--- config.mk ---
export PLATFORM = sky130hd
export DESIGN_NAME = pc_unit
export DESIGN_NICKNAME = d
export VERILOG_FILES = /design/src/rtl/pc_unit.sv
export SDC_FILE = /design/constraint.sdc
export NUM_CORES = 1
export LEC_CHECK = 0
export BUFFER_PORTS_ARGS = -buffer_cell sky130_fd_sc_hd__buf_2
export CAP_MARGIN = 20
export CORE_MARGIN = 8
export CORE_UTILIZATION = 57
export DETAILED_ROUTE_END_ITERATION = 10
export PLACE_DENSITY_LB_ADDON = 0.08
export REMOVE_ABC_BUFFERS = 1
export SLEW_MARGIN = 20
export SYNTH_ARGS = -nofsm -noshare
export SYNTH_HDL_FRONTEND = slang
export SYNTH_SLANG_ARGS = --single-unit
--- constraint.sdc ---
create_clock -name clk -period 5.2 [get_ports clk]
set_input_delay 0.26 -clock clk [delete_from_list [all_inputs] [get_ports clk]]
set_output_delay 0.26 -clock clk [all_outputs]
set_load 0.01 [all_outputs]
--- src/rtl/pc_unit.sv ---
// Program-counter unit: next-PC select, misaligned-target trap,
// and a circular return-address stack.
module pc_unit #(
    parameter int              XLEN      = 32,
    parameter logic [XLEN-1:0] RESET_VEC = '0,
    parameter int              RAS_DEPTH = 4,
    parameter bit              ALIGN_C   = 1'b0
) (
    input  logic                         clk,
    input  logic                         rst_n,
    input  logic                         pc_write,
    input  logic                         is_branch,
    input  logic                         branch_taken,
    input  logic                         is_jump,
    input  logic                         is_jalr,
    input  logic                         is_call,
    input  logic                         is_ret,
    input  logic [XLEN-1:0]              immed,
    input  logic [XLEN-1:0]              rs1_data,
    input  logic [XLEN-1:0]              trap_vec,
    input  logic                         trap_ack,
    output logic [XLEN-1:0]              pc,
    output logic [XLEN-1:0]              pc_plus4,
    output logic                         redirect,
    output logic                         misalign,
    output logic [XLEN-1:0]              bad_addr,
    output logic [XLEN-1:0]              ras_top,
    output logic [$clog2(RAS_DEPTH):0]   ras_count
);

    localparam int PW = $clog2(RAS_DEPTH);
    localparam int CW = PW + 1;
    localparam logic [CW-1:0] FULL = CW'(RAS_DEPTH);

    logic [XLEN-1:0] target;
    logic            nonseq;
    logic            tgt_bad;
    logic            accept;
    logic            do_call;
    logic            do_ret;
    logic            empty;
    logic [PW-1:0]   ptr;
    logic [XLEN-1:0] ras [RAS_DEPTH];

    assign pc_plus4 = pc + XLEN'(4);
    assign empty    = (ras_count == '0);
    assign ras_top  = empty ? '0 : ras[ptr];

    always_comb begin
        nonseq = is_jalr | is_jump | (is_branch & branch_taken);
        target = pc_plus4;
        if (is_jalr) begin
            target = (rs1_data + immed) & ~XLEN'(1);
        end else if (nonseq) begin
            target = pc + immed;
        end
        tgt_bad = nonseq & (ALIGN_C ? target[0] : |target[1:0]);
    end

    // RAS only moves on an update that actually loads pc
    assign accept  = pc_write & ~misalign & ~tgt_bad;
    assign do_call = accept & is_call & (is_jump | is_jalr);
    assign do_ret  = accept & is_ret & is_jalr;

    always_ff @(posedge clk) begin
        if (!rst_n) begin
            pc        <= RESET_VEC;
            redirect  <= 1'b0;
            misalign  <= 1'b0;
            bad_addr  <= '0;
            ras_count <= '0;
            ptr       <= '0;
            for (int i = 0; i < RAS_DEPTH; i++) begin
                ras[i] <= '0;
            end
        end else begin
            redirect <= 1'b0;
            if (misalign) begin
                if (trap_ack) begin
                    pc       <= trap_vec;
                    misalign <= 1'b0;
                    redirect <= 1'b1;
                end
            end else if (pc_write) begin
                if (tgt_bad) begin
                    misalign <= 1'b1;
                    bad_addr <= target;
                end else begin
                    pc       <= target;
                    redirect <= nonseq;
                end
            end

            // call+ret on a non-empty stack just replaces the top
            if (do_call && do_ret && !empty) begin
                ras[ptr] <= pc_plus4;
            end else if (do_call) begin
                ras[ptr + PW'(1)] <= pc_plus4;
                ptr               <= ptr + PW'(1);
                if (ras_count != FULL) begin
                    ras_count <= ras_count + CW'(1);
                end
            end else if (do_ret && !empty) begin
                ptr       <= ptr - PW'(1);
                ras_count <= ras_count - CW'(1);
            end
        end
    end

endmodule

==> qor.yml, run 1 <==
setup_path:
  cp.arrival_ps: 4220
  crit_family: "simple AND/OR/NAND/NOR gates"
  cp_max_fo: 18
  end_kind: "flop"
  critPathBufInv: 3
  max_stage_delay_ps: 650
  startpoint_type: "flop"
  worstPathRequired_ps: 5400
  cpMaxStageDelayCell: "nand2_1"
  crit_path_cell_trace: "ha_1, inv_1, fa_1, nand2b_1, a211o_1, nor2_2, inv_1, nor2_2, nand2_1, nand2_1, buf_4"
  crit_type: "reg2reg"
finish:
  final_cell_mix: "buf_2 (238), nor2_1 (182), nand2_1 (158), edfxtp_1 (128), a21oi_1 (115)"
  num-nets-final: 1778
  final_layout_size_suffix_gt1_frac: 0.216
  final_common_cell: "buf_2"
  area_delta_synth_final_pct: 17.1
synth:
  synth-edff-count: 128
  synth_flop_cell: "edfxtp_1"
  synth_top_area_cell: "edfxtp_1"
  synth_top_area_frac: 0.299
  synth.avg_cell_area_um2: 9.16
  syn_inst: 1404
  synthDistinctLibCells: 67
  synth-seq-area-share: 0.413
  synth.area.top_cells: "edfxtp_1 (30%), dfxtp_1 (11%), ha_1 (6.0%), mux4_2 (5.6%), nor2_1 (5.3%)"
  yosys_warnings: 0
  synthArstFlopShare: 0
  ys_ff_latch: 201
  synth_area_um2: 12900
grt:
  antenna_found_initial: 1
  grt_use_total: 0.290
  grt_pass1_wl_mm: 64.5
  grt-ovfl-total: 0
  grt_max_degree: 60
  grt_pass1_vias: 11700
hold_path:
  holdCritPathClass: "in2reg"
route:
  avgRoutedWirePerCell_um: 21.6
  wl_met1_mm: 17.0
  drtPass1Iterations: 5
  top_layer_used: "met4"
  wl_met2_mm: 19.1
  vias: 11700
  avgViaCountPerCell: 6.11
  route.met3.wl_mm: 3.64
  drcViolationCount: 0
  postRouteAntennaNets: 0
  drtIter0Drc: 1164
  wirelength_mm: 41.3
place:
  port_buffers: 238
  dpl.hpwl_mm: 30.6
  place.gp.congestion: 0.967
floorplanning:
  die_w_um: 166
  rows: 55
  die_area_um2: 27600
  core_region_area_um2: 22400
  io_pins: 239
  die_y_um: 166
  initial_core_util: 0.575
power_and_ir_drop:
  ir_worst_vdd_mv: 0.232
  p_seq_frac: 0.381
  pwr-share-clk: 0.325
  power.density_nw_per_um2: 340
  combPwrFrac: 0.293
  switching_share: 0.334
  p_sw_mw: 1.71
  p_leak_nw: 6.63
  p_int_mw: 3.41
sta:
  fin_tns_setup_ps: 0
  skew_ps: 21.6
  timing.fmax_mhz: 249
  slew_violations: 0
  setup_viol: 0
  fin_crit_ps: 4020
  final.period_utilization: 0.774
  finalHoldViolations: 0
  holdWs_ps: 27.2
  maxSlewHeadroom: 0.290
  rsz0062_at_grt: "no"
  max_slew.worst_pin.slew_ps: 1050
flow_run:
  drv_cap: 0
clocking:
  root_buffer: "clkbuf_16"
  post_cts_buffers: 0
  cts_resized: 0
  htree_levels: 1
  cts_buffers: 22
  clk_pin_slew_ps: 60
  clock_sinks: 201
  cts_tree: "built"
  clock_path_buffers: 3
  cts_hold_buf: 0
  clk_latency_ps: 510
status:
  outcome: "finished clean"
==> metrics by stage <==
stage	cell area [um2]	power, mW	util	setup WS, ps	instances
3_3_place_gp	14300	3.44	0.638	1410	1868
5_1_grt	15100	5.34	0.673	912	1909
4_1_cts	15100	5.11	0.673	1190	1908
6_report	15100	5.12	0.673	1180	1909
3_5_place_dp	14300	3.46	0.638	1220	1868
2_1_floorplan	12500	2.89	-	-411	1322
==> power groups by stage <==
| stage | clock [mW] | sequential [mW] | combinational (mW) |
|---|---|---|---|
| 2_1_floorplan | 0 | 1.98 | 0.908 |
| 3_3_place_gp | 0 | 1.97 | 1.47 |
| 3_5_place_dp | 0 | 1.98 | 1.48 |
| 4_1_cts | 1.68 | 1.95 | 1.49 |
| 5_1_grt | 1.75 | 1.96 | 1.63 |
| 6_report | 1.67 | 1.95 | 1.50 |
==> final timing paths <==
| kind | end | slack (ps) | from | cells past startpoint |
|---|---|---|---|---|
| worst max-delay path | ras[2][5] | 1180 | pc[0] | 11 |
| worst min-delay path | pc[28] | 30 | trap_vec[28] | 3 |
| worst max register to register | ras[2][5] | 1180 | pc[0] | 11 |
| worst min register to register | bad_addr[25] | 460 | bad_addr[25] | 2 |
==> registers in the layout, indices dropped and copies added (netlist names), named ones only <==
name,flops
bad_addr,32
ptr,2
misalign,1
pc,32
ras,128
redirect,1
ras_count,3
==> logic make-up (layout without fill, tap and decap cells) <==
kind of cell / count (synthesis) / after routing / synth area share
AOI/OAI and AO/OA: 372 / 372 / 0.184
xor gates and xnor gates: 81 / 81 / 0.0552
adders and majority gates: 65 / 65 / 0.0650
buffers and inverters: 136 / 355 / 0.0407
DFF: 201 / 201 / 0.413
muxes: 41 / 41 / 0.0632
other: 0 / 1 / 0
and+or+nand+nor: 508 / 508 / 0.179
==> cells in the mapped netlist, types with 4 or more instances <==
master / instances
a21o_1: 30
nand3b_1: 4
nor2b_1: 40
o211a_1: 14
clkbuf_1: 70
dfxtp_1: 73
nand3_1: 34
o211ai_1: 21
nor2_1: 183
o31ai_1: 8
o21ai_0: 83
buf_1: 6
xnor2_1: 45
mux2i_1: 8
o21ai_1: 5
inv_1: 54
nand2b_1: 11
edfxtp_1: 128
and3_1: 9
and2_1: 9
or3_1: 14
ha_1: 62
xor2_1: 36
a211o_1: 5
nand4_1: 16
o21bai_1: 6
nand2_1: 158
and4_1: 6
a21oi_1: 117
a31oi_1: 13
o21a_1: 14
mux4_2: 32
nor3_1: 14
a211oi_1: 21
==> routing by layer <==
layer,vias to the layer above,track usage
li1,5495,-
met1,5534,0.379
met2,564,0.474
met3,80,0.0492
met4,0,0.114
met5,-,0
==> worst min-delay path, stage by stage <==
cell and delay [ps]:
buf_2 80, a21oi_1 60, o21bai_1 110
==> area by class of cell <==
class | instances | area [um2]
clock buffer | 31 | 636
tap | 285 | 357
clock inverter | 9 | 138
multi-input combinational | 1067 | 7050
antenna | 1 | 2.50
inverter | 54 | 203
fill | 1878 | 7310
timing repair buffer | 261 | 1360
sequential | 201 | 5310
Power figures use the tool's default switching activity.
==> run 2, diff against run 1 <==
- clock period: 5.2 -> 4.14 ns (I/O delays scaled with it)
==> run 2 against run 1 <==
  * Critical endpoint is now bad_addr[22]
  * Register-to-register slack worse by 540 ps
  * Largest power group unchanged
  * Non-clock buffer count grew 10
  * Hold slack improved by 1.9 ps
==> qor.yml, run 2 (synthesis results as in run 1) <==
flow_run:
  drv_cap: 0  # unchanged
floorplanning:
  core_region_area_um2: 22400  # unchanged
  io_pins: 239  # unchanged
  die_w_um: 166  # unchanged
  die_y_um: 166  # unchanged
  rows: 55  # unchanged
  die_area_um2: 27600  # unchanged
  initial_core_util: 0.575  # unchanged
place:
  dpl.hpwl_mm: 30.8  # +0.50%
  port_buffers: 238  # unchanged
  postPlaceCellArea_um2: 14400  # +0.51%
  place.gp.congestion: 0.962  # -0.52%
setup_path:
  cp_max_fo: 6  # -12
  max_stage_delay_ps: 430  # -220 ps
  cpMaxStageDelayCell: "dfxtp_1"
  crit_family: "compound AO/OA/AOI/OAI gates"
  crit_path_cell_trace: "ha_1, inv_1, fa_1, nor2b_1, o211ai_1, a31oi_1, a31oi_1, o31a_2, nand2b_1, a2111o_1, o21ai_1, o211ai_1, o211a_1"
  crit_type: "reg2reg"
  critPathBufInv: 1  # -2
  startpoint_type: "flop"
  end_kind: "flop"
  cp.arrival_ps: 3890  # -330 ps
  worstPathRequired_ps: 4530  # -870 ps
clocking:
  htree_levels: 1  # unchanged
  clk_latency_ps: 510  # about the same
  cts_buffers: 22  # unchanged
  clock_path_buffers: 3  # unchanged
  root_buffer: "clkbuf_16"
  cts_tree: "built"
  clock_sinks: 201  # unchanged
  clk_pin_slew_ps: 70  # about the same
  cts_resized: 0  # unchanged
finish:
  final_common_cell: "buf_2"
  reg_top3: "ras (128), bad_addr (32), pc (32)"
  area_delta_synth_final_pct: 17.2
  final_cell_mix: "buf_2 (238), nor2_1 (182), nand2_1 (158), edfxtp_1 (128), a21oi_1 (115)"
  num-nets-final: 1788  # +0.56%
  largest_reg_flops: 128  # unchanged
  post-route-util: 0.674  # +0.000839
  final_layout_size_suffix_gt1_frac: 0.218  # +0.00235
  largest_register: "ras"
  stdcell_area_um2: 15100  # +0.12%
  nFillCells: 1793  # -4.5%
route:
  drtIter0Drc: 1037  # -11%
  drtPass1Iterations: 5  # unchanged
  avgRoutedWirePerCell_um: 21.9  # +1.2%
  drcViolationCount: 0  # unchanged
  wirelength_mm: 42.0  # +1.7%
  avgViaCountPerCell: 6.14  # +0.40%
  postRouteAntennaNets: 0  # unchanged
  vias: 11800  # +0.93%
power_and_ir_drop:
  pwr-share-clk: 0.305  # -0.020
  switching_share: 0.343  # +0.00917
  power.density_nw_per_um2: 416  # +22%
  p_sw_mw: 2.15  # +26%
  p_seq_frac: 0.391  # +0.010
  ir_worst_vdd_mv: 0.287  # +24%
  power_mw: 6.28  # +23%
  combPwrFrac: 0.304  # +0.011
  p_leak_nw: 6.65  # +0.34%
  p_int_mw: 4.12  # +21%
grt:
  grt_pass1_vias: 11500  # -1.7%
  grt_use_total: 0.291  # +0.00180
  grt-ovfl-total: 0  # unchanged
  antenna_found_initial: 2  # +1
  grt_max_degree: 60  # unchanged
  grt_pass1_wl_mm: 64.5  # about the same
sta:
  timing.fmax_mhz: 285  # +15%
  skew_ps: 15.3  # -6.35 ps
  maxSlewHeadroom: 0.391  # +0.101
  fin_crit_ps: 3500  # -519 ps
  finalHoldViolations: 0  # unchanged
  slew_violations: 0  # unchanged
  max_slew.worst_pin.slew_ps: 913  # -137 ps
  holdWs_ps: 29.1  # +1.92 ps
  rsz0062_at_grt: "no"
  setup_viol: 0  # unchanged
  final.period_utilization: 0.846  # +0.0726
hold_path:
  holdCritPathClass: "in2reg"
status:
  outcome: "finished clean"
[run 2: stage by stage]
| stage | setup WS (ps) | instances | TNS [ps] |
|---|---|---|---|
| final | 637 | 1919 | 0 |
| after global routing | 467 | 1919 | 0 |
| after CTS | 628 | 1918 | 0 |
| after detailed placement | 666 | 1876 | 0 |
| after global placement | 754 | 1876 | 0 |
| after floorplan | -1420 | 1322 | -171560 |
[run 2: final timing paths]
kind	startpoint	endpoint	slack, ps	cells past startpoint
worst min register to register	bad_addr[3]	bad_addr[3]	470	2
worst max register to register	pc[0]	bad_addr[22]	640	13
worst min-delay path	trap_vec[19]	pc[19]	30	3
worst max-delay path	pc[0]	bad_addr[22]	640	13
[run 2: layer usage]
metal / GRT usage / up-vias / wire, um
li1: - / 5512 / -
met1: 0.381 / 5593 / 17300
met2: 0.483 / 586 / 19700
met3: 0.0473 / 90 / 3640
met4: 0.104 / 0 / 1350
met5: 0 / - / 0
[run 2: cell type report]
type	count	area (um2)	area share
Clock buffer	32	649	0.0431
Timing Repair Buffer	271	1460	0.0966
Clock inverter	8	50.0	0.00332
Multi-Input combinational cell	1067	7050	0.468
Tap cell	285	357	0.0237
Sequential cell	201	5310	0.352
Antenna cell	1	2.50	0.000166
Inverter	54	203	0.0134
[run 2: worst reg2reg max path, stage by stage (launching register included)]
cell,delay [ps]
dfxtp_1,430
ha_1,240
inv_1,70
fa_1,400
nor2b_1,200
o211ai_1,130
a31oi_1,360
a31oi_1,220
o31a_2,430
nand2b_1,160
a2111o_1,380
o21ai_1,110
o211ai_1,110
o211a_1,160
[run 2: power groups by stage]
stage               clock (mW)  sequential [mW]  combinational [mW]
floorplan                    0             2.49                1.14
global placement             0             2.49                1.86
detailed placement           0             2.49                1.87
CTS                       1.93             2.45                1.88
global route              2.00             2.47                2.06
finish                    1.91             2.45                1.91
[run 2: repair_timing]
action	4_1_cts	5_1_grt
setup buffers	0	0
hold endpoints to repair	2	0
hold buffers	2	0
